## config.mk

```make
export PLATFORM = sky130hd
export DESIGN_NAME = lane_serializer
export DESIGN_NICKNAME = d
export VERILOG_FILES = /design/src/rtl/lane_serializer.sv
export SDC_FILE = /design/constraint.sdc
export NUM_CORES = 1
export LEC_CHECK = 0
export CORE_AREA = 2 2 68 70
export CTS_BUF_LIST = sky130_fd_sc_hd__clkbuf_16
export DETAILED_ROUTE_END_ITERATION = 8
export DIE_AREA = 0 0 70 72
export MAX_ROUTING_LAYER = met4
export PLACE_DENSITY = 0.78
export SLEW_MARGIN = 10
export SYNTH_ARGS = -nofsm -noshare
export SYNTH_HDL_FRONTEND = slang
export SYNTH_SLANG_ARGS = --single-unit
```

## constraint.sdc

```tcl
create_clock -name clk -period 2 [get_ports clk]
set_input_delay 0.5 -clock clk [delete_from_list [all_inputs] [get_ports clk]]
set_output_delay 0.5 -clock clk [all_outputs]
set_load 0.01 [all_outputs]
```

## src/rtl/lane_serializer.sv

```systemverilog
// Serializes the enabled lanes of one packed multi-lane word onto a single W-bit
// stream, lowest lane first, each beat tagged with its lane index.
module lane_serializer #(
   parameter  int unsigned LANES = 3,
   parameter  int unsigned W     = 8,
   localparam int unsigned LW    = $clog2(LANES)
) (
   input  logic                      clk,
   input  logic                      rst,
   input  logic [LANES-1:0][W-1:0]   in_data,
   input  logic [LANES-1:0]          in_mask,
   input  logic                      in_valid,
   output logic                      in_ready,
   output logic [W-1:0]              out_data,
   output logic [LW-1:0]             out_lane,
   output logic                      out_last,
   output logic                      out_valid,
   input  logic                      out_ready,
   output logic                      busy
);

   typedef enum logic {
      IDLE = 1'b0,
      SEND = 1'b1
   } state_t;

   state_t                    r_state;
   logic [LANES-1:0][W-1:0]   r_hold;
   logic [LANES-1:0]          r_rem;
   logic [W-1:0]              r_out_data;
   logic [LW-1:0]             r_out_lane;
   logic                      r_out_last;
   logic                      r_out_valid;

   logic                      w_hs;
   logic                      w_last_hs;
   logic                      w_in_ready;
   logic                      w_load;
   logic [LANES-1:0]          w_rem_adv;
   logic [LW-1:0]             w_in_lane;
   logic [LW-1:0]             w_adv_lane;

   // Index of the lowest set bit; zero for an empty mask.
   function automatic logic [LW-1:0] f_lowest(input logic [LANES-1:0] m);
      f_lowest = '0;
      for (int i = int'(LANES) - 1; i >= 0; i--) begin
         if (m[i]) f_lowest = LW'(i);
      end
   endfunction

   function automatic logic f_onehot(input logic [LANES-1:0] m);
      f_onehot = (m != '0) && ((m & (m - LANES'(1))) == '0);
   endfunction

   assign w_hs       = r_out_valid & out_ready;
   assign w_last_hs  = w_hs & r_out_last;
   assign w_in_ready = (r_state == IDLE) | w_last_hs;
   assign w_load     = in_valid & w_in_ready & (in_mask != '0);
   assign w_rem_adv  = r_rem & ~(LANES'(1) << r_out_lane);
   assign w_in_lane  = f_lowest(in_mask);
   assign w_adv_lane = f_lowest(w_rem_adv);

   // A nonzero-mask accept always wins; it can coincide with the last-beat handshake.
   always_ff @(posedge clk or posedge rst) begin
      if (rst) begin
         r_state     <= IDLE;
         r_hold      <= '0;
         r_rem       <= '0;
         r_out_data  <= '0;
         r_out_lane  <= '0;
         r_out_last  <= 1'b0;
         r_out_valid <= 1'b0;
      end else if (w_load) begin
         r_state     <= SEND;
         r_hold      <= in_data;
         r_rem       <= in_mask;
         r_out_data  <= in_data[w_in_lane];
         r_out_lane  <= w_in_lane;
         r_out_last  <= f_onehot(in_mask);
         r_out_valid <= 1'b1;
      end else if (w_hs) begin
         if (r_out_last) begin
            r_state     <= IDLE;
            r_rem       <= '0;
            r_out_valid <= 1'b0;
         end else begin
            r_rem       <= w_rem_adv;
            r_out_data  <= r_hold[w_adv_lane];
            r_out_lane  <= w_adv_lane;
            r_out_last  <= f_onehot(w_rem_adv);
         end
      end
   end

   assign in_ready  = w_in_ready;
   assign out_data  = r_out_data;
   assign out_lane  = r_out_lane;
   assign out_last  = r_out_last;
   assign out_valid = r_out_valid;
   assign busy      = (r_state == SEND);

endmodule

```

==> out/qor.json <==
{
  "grt": {
    "vias_in_the_first_global_route": 2073,
    "grt_remaining_overflow": 0,
    "grt_pass1_wl_um": 9980,
    "overall_global_routing_usage": 0.258,
    "grt_max_degree": 43,
    "antenna_violations_before_repair": 0
  },
  "logic_synthesis": {
    "synth-edff-count": 0,
    "synth_top_cells_by_count": "sky130_fd_sc_hd__nand2_1 (60), sky130_fd_sc_hd__dfrtp_1 (39), sky130_fd_sc_hd__o21ai_0 (12), sky130_fd_sc_hd__a21oi_1 (11), sky130_fd_sc_hd__inv_1 (11)",
    "yosysMostFrequentCell": "sky130_fd_sc_hd__nand2_1",
    "syn-cell-area_um2": 2120,
    "proportion_of_synthesized_flip_flops_having_asynchronous_set_or_reset": 1.00,
    "yosysUniqueCellTypes": 43,
    "synth.yosys.seq_area_share": 0.461,
    "syn_nets": 273,
    "post_synth.cell_area_avg_um2": 8.75,
    "post-synth-top-area-fraction": 0.461,
    "yosys_register_bits": 39,
    "synthesis.yosys.warnings": 0,
    "largest_cells_by_area_after_synthesis": "sky130_fd_sc_hd__dfrtp_1 (46%), sky130_fd_sc_hd__nand2_1 (11%), sky130_fd_sc_hd__a221oi_1 (3.3%)",
    "synth_cells": 242,
    "yosys.area.top_type": "sky130_fd_sc_hd__dfrtp_1",
    "ys_dominant_reg_cell": "sky130_fd_sc_hd__dfrtp_1"
  },
  "drt": {
    "detailroute.via_count": 2031,
    "drt_wl_total_um": 5970,
    "post-route-drc-count": 0,
    "post_detailed_route_via_to_cell_ratio": 5.79,
    "initial_drt_pass_iterations": 4,
    "residual_antenna_violating_net_count_after_detailed_routing": 0,
    "detail_route.wl_per_cell_um": 17.0,
    "first_iter_violations": 263
  },
  "placement": {
    "place_area_um2": 2720,
    "io_buffer_count": 44,
    "dp_hpwl_um": 4050,
    "finalWeightedCongestion": 0.880
  },
  "power": {
    "p_int_uw": 2850,
    "vdd.ir_drop.worst_v": 0.000943,
    "clkPwrFrac": 0.227,
    "power.switching_uw": 1650,
    "p_per_area_nw_per_um2": 1550,
    "seqPwrFrac": 0.325,
    "leakage_uw": 0.00132,
    "power_switching_share": 0.367,
    "share_comb_of_total_power": 0.448
  },
  "clock_tree": {
    "cts_tree": "yes",
    "clock_sink_count": 39,
    "cts_htree_levels": 2,
    "cts_buffers": 5,
    "clk_transition_reported_paths_ns": 0.06,
    "clockRootBuffer": "sky130_fd_sc_hd__clkbuf_16",
    "postCtsHoldBufs": 0,
    "clock_insertion_delay_worst_skew_ns": 0.28,
    "cts.repair_timing.setup_buffer_count": 0,
    "clock_path_buffers": 2
  },
  "floorplan": {
    "core_area_um2": 4260,
    "die_height_um": 72,
    "design.die.area_um2": 5040,
    "floorplan.die.width_um": 70,
    "initial_core_util": 0.496,
    "std_cell_rows": 24,
    "design.portCount": 45
  },
  "finish": {
    "final_layout_size_suffix_gt1_frac": 0.124,
    "synthToLayoutAreaGrowth_pct": 37.2,
    "fin_area_um2": 2900,
    "finish.net_count": 329,
    "antennaDiodeCount": 0
  },
  "critical_path": {
    "critical_path.startpoint_type": "input pin",
    "crit_arrival_ns": 1.44,
    "timing.critical_path.fanout_max": 3,
    "worstPathRequired_ns": 1.50,
    "worst-setup-path-type": "input pin to output port",
    "endpoint_kind": "output port"
  },
  "worst_hold_path": {
    "hold_class": "flip-flop to flip-flop"
  },
  "sta": {
    "final.period_utilization": 0.971,
    "post-route-min-period_ns": 1.94,
    "max_freq_mhz": 515,
    "setup_viol_count_final": 0,
    "setup_repair_after_global_routing_missed_its_margin": "false",
    "report.final.hold_viol_count": 0,
    "fin_worst_hold_slack_ns": 0.478,
    "clock_skew_ns": 0.00566,
    "drv_slew": 0,
    "timing.max_slew.rel_slack": 0.723,
    "tightestPinTransition_ns": 0.410
  },
  "job": {
    "maxCapViolCount": 0
  },
  "run_status": {
    "outcome": "completed"
  }
}
-- cell type report --
class | instances | area [um^2]
clock inverter | 3 | 63.8
inverter | 12 | 45.0
timing repair buffer | 67 | 637
tap | 52 | 65.1
multi-input combinational | 173 | 991
fill | 350 | 1360
clock buffer | 5 | 125
sequential | 39 | 977
-- per-layer routing --
| metal | vias to the layer above | GRT usage | wire length (um) |
|---|---|---|---|
| met5 | - | - | 0 |
| met2 | 92 | 0.400 | 2840 |
| met4 | 0 | 0.0833 | 60 |
| met1 | 943 | 0.344 | 2660 |
| met3 | 6 | 0.0542 | 413 |
| li1 | 990 | - | - |
-- final timing paths --
check                                start           to  slack [ns]  depth (start not counted)
worst max register to register    r_rem[0]  out_data[4]        0.20                          4
max in group asynchronous              rst  out_lane[1]        1.22                          3
min in group asynchronous              rst    r_hold[5]        0.57                          3
worst min register to register  r_hold[18]   r_hold[18]        0.48                          2
worst min-delay path            r_hold[18]   r_hold[18]        0.48                          2
worst max-delay path             out_ready     in_ready        0.06                          3
-- kinds of logic (layout without fill, tap and decap cells) --
family / Yosys count / count (layout) / synth area share
AND/OR/NAND/NOR: 106 / 106 / 0.232
buffers and inverters: 30 / 87 / 0.0709
XOR/XNOR: 1 / 1 / 0.00414
adder cells (fa/ha/maj): 1 / 1 / 0.00473
multiplexers: 1 / 1 / 0.00650
AO/OA/AOI/OAI: 64 / 64 / 0.220
flip-flops: 39 / 39 / 0.461
-- layout by cell type, fill, tap and decap left out, types with 2 or more instances in the layout --
| cell | netlist | final |
|---|---|---|
| sky130_fd_sc_hd__buf_12 | 0 | 2 |
| sky130_fd_sc_hd__o311ai_0 | 2 | 2 |
| sky130_fd_sc_hd__dfrtp_1 | 39 | 38 |
| sky130_fd_sc_hd__a21oi_1 | 11 | 11 |
| sky130_fd_sc_hd__a221oi_1 | 8 | 8 |
| sky130_fd_sc_hd__nor2_1 | 5 | 5 |
| sky130_fd_sc_hd__a2bb2oi_1 | 3 | 3 |
| sky130_fd_sc_hd__nor3b_1 | 5 | 5 |
| sky130_fd_sc_hd__o221ai_1 | 8 | 8 |
| sky130_fd_sc_hd__buf_4 | 1 | 21 |
| sky130_fd_sc_hd__and3_1 | 9 | 9 |
| sky130_fd_sc_hd__nor3_1 | 10 | 10 |
| sky130_fd_sc_hd__clkdlybuf4s50_1 | 0 | 43 |
| sky130_fd_sc_hd__nand2_1 | 60 | 60 |
| sky130_fd_sc_hd__o211ai_1 | 2 | 2 |
| sky130_fd_sc_hd__o21ai_0 | 12 | 12 |
| sky130_fd_sc_hd__o311ai_1 | 6 | 6 |
| sky130_fd_sc_hd__nand3_1 | 10 | 10 |
| sky130_fd_sc_hd__clkbuf_16 | 0 | 5 |
| sky130_fd_sc_hd__bufinv_16 | 0 | 2 |
| sky130_fd_sc_hd__inv_1 | 11 | 12 |
-- what timing repair did --
item	4_1_cts	5_1_grt
setup endpoints to repair	1	1
endpoints found under the hold margin	0	0
resized for setup	1	1
-- critical path, stage by stage --
cell                              delay (ns)
sky130_fd_sc_hd__clkdlybuf4s50_1        0.44
sky130_fd_sc_hd__a21bo_2                0.23
sky130_fd_sc_hd__dlygate4sd2_1          0.28
-- power groups by stage --
stage,clock network (uW),registers (uW),logic (uW)
global route,1060,1510,2230
floorplan,0,1440,1180
detailed placement,0,1460,2000
CTS,1030,1450,2020
finish,1020,1460,2020
global placement,0,1440,1960
-- per-stage QoR --
step	setup WS (ns)	util	total power [uW]	instances	TNS (ns)
after floorplan	0.280	-	2620	242	0
after global placement	-0.159	0.637	3400	343	-0.236
after detailed placement	-0.169	0.637	3460	343	-0.371
after CTS	0.0284	0.681	4500	351	0
after global routing	0.0188	0.681	4800	351	0
final	0.0578	0.681	4500	351	0
-- sequential cells by signal (all words and copies together), names as in the netlist --
| name | cells |
|---|---|
| out_data | 8 |
| out_valid | 1 |
| r_rem | 3 |
| out_lane | 2 |
| out_last | 1 |
| r_hold | 24 |
Note: power is estimated with default switching activity, not from simulation.
